==> config.mk <==
export PLATFORM = sky130hd
export DESIGN_NAME = cpu_trace_buffer
export DESIGN_NICKNAME = d
export VERILOG_FILES = /design/src/rtl/cpu_trace_buffer_pkg.sv /design/src/rtl/cpu_trace_buffer_ram.sv /design/src/rtl/cpu_trace_buffer.sv
export SDC_FILE = /design/constraint.sdc
export NUM_CORES = 1
export LEC_CHECK = 0
export CAP_MARGIN = 20
export CORE_MARGIN = 2
export CORE_UTILIZATION = 65
export DETAILED_ROUTE_END_ITERATION = 7
export PLACE_DENSITY = 0.82
export SLEW_MARGIN = 30
export SYNTH_ARGS = -nofsm -noshare
export SYNTH_HDL_FRONTEND = slang
export SYNTH_HIERARCHICAL = 1
export SYNTH_SLANG_ARGS = --single-unit
==> constraint.sdc <==
create_clock -name clk -period 11.2 [get_ports clk]
set_clock_uncertainty 0.15 [all_clocks]
set_input_delay 2.8 -clock clk [delete_from_list [all_inputs] [get_ports clk]]
set_output_delay 2.8 -clock clk [all_outputs]
set_load 0.02 [all_outputs]
==> src/rtl/cpu_trace_buffer_pkg.sv <==
// Shared definitions for the CPU trace buffer: state and trigger-mode encodings
// and the packed entry width helper.
package cpu_trace_buffer_pkg;

  typedef enum logic [1:0] {
    ST_IDLE = 2'd0,
    ST_PRE  = 2'd1,
    ST_POST = 2'd2,
    ST_DONE = 2'd3
  } state_t;

  typedef enum logic [1:0] {
    TRIG_IMM = 2'd0,
    TRIG_PC  = 2'd1,
    TRIG_ALU = 2'd2,
    TRIG_EXT = 2'd3
  } trig_mode_t;

  // One trace entry packs {pc, instr, alu}.
  function automatic int entry_w(input int data_w);
    return 3 * data_w;
  endfunction

endpackage

==> src/rtl/cpu_trace_buffer_ram.sv <==
// Simple dual-port trace storage: one synchronous write port and one registered
// read port that returns pre-write data on an address collision.
module trace_ram #(
  parameter int DEPTH  = 32,
  parameter int ADDR_W = $clog2(DEPTH),
  parameter int WIDTH  = 48
) (
  input  logic              clk,
  input  logic              reset,
  input  logic              we,
  input  logic [ADDR_W-1:0] waddr,
  input  logic [WIDTH-1:0]  wdata,
  input  logic [ADDR_W-1:0] raddr,
  input  logic              rclr,
  output logic [WIDTH-1:0]  rdata
);

  logic [WIDTH-1:0] mem [DEPTH];

  // NOTE: the storage array has no reset so it can map onto block RAM; only the read register is reset.
  always_ff @(posedge clk) begin
    if (we) mem[waddr] <= wdata;
  end

  always_ff @(posedge clk or posedge reset) begin
    if (reset) rdata <= '0;
    else       rdata <= rclr ? '0 : mem[raddr];
  end

endmodule

==> src/rtl/cpu_trace_buffer.sv <==
// Execution trace capture for the brain CPU: circular {pc, instr, alu} buffer
// with a selectable trigger, clamped post-trigger window and logical readout.
module cpu_trace_buffer
  import cpu_trace_buffer_pkg::*;
#(
  parameter  int DATA_W = 16,
  parameter  int DEPTH  = 32,
  localparam int ADDR_W = $clog2(DEPTH)
) (
  input  logic                clk,
  input  logic                reset,
  input  logic                cap_valid,
  input  logic [DATA_W-1:0]   cap_pc,
  input  logic [DATA_W-1:0]   cap_instr,
  input  logic [DATA_W-1:0]   cap_alu,
  input  logic                arm,
  input  logic [1:0]          trig_mode,
  input  logic [DATA_W-1:0]   trig_value,
  input  logic                trig_ext,
  input  logic [ADDR_W:0]     post_count,
  output logic [1:0]          state,
  output logic                done,
  output logic                wrapped,
  output logic [ADDR_W:0]     entry_count,
  output logic [ADDR_W-1:0]   trig_index,
  input  logic [ADDR_W-1:0]   rd_addr,
  output logic [3*DATA_W-1:0] rd_data
);

  localparam int ENTRY_W = entry_w(DATA_W);
  localparam logic [ADDR_W-1:0] LAST_PTR = ADDR_W'(DEPTH - 1);

  state_t            st;
  logic [ADDR_W-1:0] wr_ptr, trig_phys, remaining;
  logic              capturing, hit, wrap_next, rclr;
  logic [ADDR_W-1:0] ptr_next, start, start_next, post_clamped, final_phys, raddr;

  assign state     = st;
  assign capturing = !arm && cap_valid && (st == ST_PRE || st == ST_POST);
  assign ptr_next  = wr_ptr + ADDR_W'(1);
  assign wrap_next = wrapped || (wr_ptr == LAST_PTR);
  assign start     = wrapped ? wr_ptr : '0;
  assign start_next = wrap_next ? ptr_next : '0;
  assign final_phys = (st == ST_PRE) ? wr_ptr : trig_phys;
  assign raddr      = start + rd_addr;
  assign rclr       = ({1'b0, rd_addr} >= entry_count);

  // Never keep more post-trigger samples than would overwrite the trigger entry.
  assign post_clamped = (post_count > (ADDR_W+1)'(DEPTH - 1)) ? LAST_PTR
                                                              : post_count[ADDR_W-1:0];

  // NOTE: every output of a combinational block gets a default first so no latch is inferred.
  always_comb begin
    hit = 1'b0;
    case (trig_mode_t'(trig_mode))
      TRIG_IMM: hit = 1'b1;
      TRIG_PC:  hit = (cap_pc == trig_value);
      TRIG_ALU: hit = (cap_alu == trig_value);
      TRIG_EXT: hit = trig_ext;
      default:  hit = 1'b0;
    endcase
  end

  // NOTE: state registers use non-blocking assignments so every update sees pre-edge values.
  always_ff @(posedge clk or posedge reset) begin
    if (reset) begin
      st          <= ST_IDLE;
      wr_ptr      <= '0;
      entry_count <= '0;
      wrapped     <= 1'b0;
      trig_phys   <= '0;
      remaining   <= '0;
      trig_index  <= '0;
      done        <= 1'b0;
    end else if (arm) begin
      st          <= ST_PRE;
      wr_ptr      <= '0;
      entry_count <= '0;
      wrapped     <= 1'b0;
      remaining   <= '0;
      trig_index  <= '0;
      done        <= 1'b0;
    end else if (capturing) begin
      wr_ptr  <= ptr_next;
      wrapped <= wrap_next;
      if (entry_count != (ADDR_W+1)'(DEPTH)) entry_count <= entry_count + (ADDR_W+1)'(1);
      if (st == ST_PRE) begin
        if (hit) begin
          trig_phys <= wr_ptr;
          remaining <= post_clamped;
          if (post_clamped == '0) begin
            st         <= ST_DONE;
            done       <= 1'b1;
            trig_index <= final_phys - start_next;
          end else begin
            st <= ST_POST;
          end
        end
      end else begin
        remaining <= remaining - ADDR_W'(1);
        if (remaining == ADDR_W'(1)) begin
          st         <= ST_DONE;
          done       <= 1'b1;
          trig_index <= final_phys - start_next;
        end
      end
    end
  end

  trace_ram #(
    .DEPTH  (DEPTH),
    .ADDR_W (ADDR_W),
    .WIDTH  (ENTRY_W)
  ) u_ram (
    .clk   (clk),
    .reset (reset),
    .we    (capturing),
    .waddr (wr_ptr),
    .wdata ({cap_pc, cap_instr, cap_alu}),
    .raddr (raddr),
    .rclr  (rclr),
    .rdata (rd_data)
  );

endmodule

==> qor.json <==
{
  "routing": {
    "ant_nets": 0,
    "drtPass1Iterations": 6,
    "drt_iter0_drc": 5060,
    "vias_per_cell": 7.31,
    "avgRoutedWirePerCell_um": 36.7,
    "routed_wl_mm": 164,
    "via_count": 32600,
    "drc": 0
  },
  "timing": {
    "final-setup-viol-count": 0,
    "grt_setup_unrepaired": "no",
    "period_needed_ns": 6.81,
    "finalCritPeriodShare": 0.608,
    "slew-limit-headroom": 0.239,
    "maxSlewViolCount": 0,
    "clock.fmax_mhz": 147,
    "max_slew.worst_pin.slew_ns": 1.14,
    "hold_violations": 0,
    "setup_tns_final_ns": 0
  },
  "global_route": {
    "initial_antenna_violation_count": 7,
    "grtUsageTotal": 0.338,
    "first_global_vias": 33700,
    "overflow": 0,
    "first_pass_grt_wire_length_mm": 234,
    "pin_count_of_the_biggest_net_entering_global_routing": 142
  },
  "layout": {
    "design.final.nets": 3170,
    "layout.cells.most_common": "sky130_fd_sc_hd__edfxtp_1",
    "finalNonFillerCells": 4463,
    "share_of_post_route_cells_with_drive_strength_above_1": 0.229,
    "area_delta_synth_final_pct": 13.2,
    "mostFrequentLayoutCells": "sky130_fd_sc_hd__edfxtp_1 (1536), sky130_fd_sc_hd__mux4_2 (321), sky130_fd_sc_hd__mux2i_1 (211), sky130_fd_sc_hd__clkbuf_16 (161), sky130_fd_sc_hd__clkdlybuf4s50_1 (115)"
  },
  "logic_synthesis": {
    "post_synth_instance_area_sq_um": 62500,
    "ys_seq_area_frac": 0.770,
    "syn-num-nets": 2945,
    "ys_seq_elements": 1614,
    "post_synth_inst_count": 2838,
    "syn-mean-instance-area_sq_um": 22.0,
    "ys.warnings.count": 6,
    "synth_edf_count": 1536,
    "dominantRegCellSynth": "sky130_fd_sc_hd__edfxtp_1",
    "postSynth.asyncResetShare": 0.0483,
    "synth_cell_types": 57
  },
  "pwr": {
    "combinationalPowerShare": 0.062,
    "p_switching_uw": 2760,
    "seq_power_share": 0.526,
    "power.internal_uw": 10000,
    "cellPowerDensity_nw_per_um2": 181,
    "clockPowerShare": 0.412,
    "vdd_drop_max_mv": 0.144,
    "sw_frac_of_total": 0.216,
    "power.leakage_uw": 0.0231
  },
  "clocking": {
    "clock_latency_ns": 0.76,
    "sink_count_of_the_clock_tree": 1614,
    "post_cts.repair.setup_buffers": 0,
    "clock_tree.root_cell": "sky130_fd_sc_hd__clkbuf_16",
    "cts.reportedPaths.clkPinSlew_ns": 0.06,
    "cts_max_path_buffers": 3,
    "cts.repair.resized": 0,
    "cts-htree-levels": 4,
    "cts_hold_buffers": 0,
    "cts_tree": "done",
    "cts_made_buffers": 156
  },
  "critical_path": {
    "kind_of_start_point_of_the_critical_path": "input pin",
    "critPathRequiredTime_ns": 11.43,
    "critical_path.reg2reg.startpoint": "wr_ptr[0]",
    "reg_to_reg_slack_setup_ns": 6.23,
    "timing.critical_path.to_type": "flop",
    "critical_path.cell_chain": "clkdlybuf4s50_1, nor2_1, nand3b_1, nor2_4, buf_4",
    "critical_path.max_fanout": 30,
    "worst_path_largest_cell_delay_ns": 1.00,
    "reg2regPathDepth": 11,
    "cp.arrival_ns": 7.04,
    "critical-path-slowest-cell": "sky130_fd_sc_hd__nor2_4",
    "critical_path.reg2reg.endpoint": "u_ram/rdata[7]",
    "worstSetupPathType": "input pin to flop"
  },
  "worst_hold_path": {
    "hp-start": "trig_phys[0]",
    "timing.hold.worst_endpoint": "trig_phys[0]",
    "hp-class": "flop to flop",
    "worst_hold_path.num_cells": 1
  },
  "place": {
    "detailed_place_hpwl_mm": 74.4,
    "io_buffers": 144,
    "dp_cells": 4163,
    "gp_routability_congestion": 0.812
  },
  "die": {
    "boundaryPins": 145,
    "die_area_sq_um": 98600,
    "coreArea_sq_um": 95200,
    "die_height_um": 314,
    "num_rows": 113,
    "die_width_um": 314,
    "starting_utilization_of_the_core_area": 0.656
  },
  "run_status": {
    "result_of_the_run": "completed"
  },
  "job": {
    "drv_cap": 0
  }
}
-- worst max-delay path, delay by kind of cell --
| kind | cells | cell delay, ns |
|---|---|---|
| simple gates | 3 | 2.58 |
| buf+inv | 2 | 1.59 |
-- flip-flops by register name (all words and copies together), names as in the netlist --
register,cells
wrapped,1
wr_ptr,5
trig_index,5
remaining,5
done,1
trig_phys,5
u_ram/mem,1536
entry_count,6
u_ram/rdata,48
state,2
-- final cells by class --
cell class                      instances  area (sq um)
Timing Repair Buffer                  224          2170
Sequential cell                      1614         48100
Multi-Input combinational cell       1040         13600
Fill cell                            4818         24500
Antenna cell                            5          12.5
Tap cell                             1265          1580
Clock inverter                         69           698
Inverter                               27           108
Clock buffer                          219          4430
-- power by group through the flow --
stage / sequential (uW) / combinational [uW] / clock [uW]
after floorplan: 6860 / 435 / 0
after global placement: 6840 / 736 / 0
after detailed placement: 6850 / 767 / 0
after CTS: 6720 / 784 / 5300
after global routing: 6720 / 831 / 5510
final: 6720 / 794 / 5270
-- layer usage --
metal	vias to the layer above	GRT usage	share of wire
met3	686	0.0700	0.12
met2	2722	0.542	0.49
met4	6	0.170	0.061
li1	12500	-	-
met1	16800	0.450	0.33
met5	-	0	0.00024
-- worst max-delay path by stage --
stage                from  cells after the start                end
2_1_floorplan         arm                      5   u_ram/mem[12][0]
3_3_place_gp   rd_addr[0]                     11    u_ram/rdata[22]
3_5_place_dp          arm                      5  u_ram/mem[22][18]
4_1_cts        rd_addr[0]                     11    u_ram/rdata[25]
5_1_grt               arm                      5  u_ram/mem[30][18]
6_report              arm                      5  u_ram/mem[30][17]
-- logic make-up after synthesis --
group,Yosys count,share of synthesized area
adders and majority gates,25,0.00525
and+or+nand+nor,142,0.0113
DFF,1614,0.770
muxes,560,0.158
buffers and inverters,184,0.0175
xor gates and xnor gates,34,0.00477
AOI/OAI and AO/OA,279,0.0331
-- synthesized netlist by cell type (7+ instances only) --
library cell,number,area (sq um)
sky130_fd_sc_hd__xor2_1,8,70.1
sky130_fd_sc_hd__a21o_1,7,52.6
sky130_fd_sc_hd__buf_4,15,113
sky130_fd_sc_hd__buf_6,33,372
sky130_fd_sc_hd__a22oi_1,48,360
sky130_fd_sc_hd__mux4_2,321,7230
sky130_fd_sc_hd__dfrtp_1,78,1950
sky130_fd_sc_hd__inv_1,26,97.6
sky130_fd_sc_hd__a21oi_1,19,95.1
sky130_fd_sc_hd__a31oi_1,48,300
sky130_fd_sc_hd__clkbuf_1,64,240
sky130_fd_sc_hd__edfxtp_1,1536,46100
sky130_fd_sc_hd__xnor2_1,26,228
sky130_fd_sc_hd__a221oi_1,40,350
sky130_fd_sc_hd__o21ai_0,45,225
sky130_fd_sc_hd__nand2_1,30,113
sky130_fd_sc_hd__mux2i_1,211,2110
sky130_fd_sc_hd__o2111ai_1,8,70.1
sky130_fd_sc_hd__buf_2,37,185
sky130_fd_sc_hd__ha_1,23,288
sky130_fd_sc_hd__nor2_1,63,236
sky130_fd_sc_hd__a221o_1,48,480
sky130_fd_sc_hd__mux4_1,15,394
sky130_fd_sc_hd__and2_1,7,43.8
-- per-stage QoR --
step | power (uW) | area, sq um | setup WS [ns] | hold WS (ns) | utilization
2_1_floorplan | 7290 | 62500 | 4.62 | 0.304 | -
3_3_place_gp | 7580 | 65400 | 3.97 | 0.319 | 0.688
3_5_place_dp | 7610 | 65500 | 3.79 | 0.345 | 0.688
4_1_cts | 12800 | 70600 | 4.43 | 0.357 | 0.742
5_1_grt | 13100 | 70700 | 4.32 | 0.362 | 0.743
6_report | 12800 | 70700 | 4.39 | 0.356 | 0.743
Power figures use the tool's default switching activity.
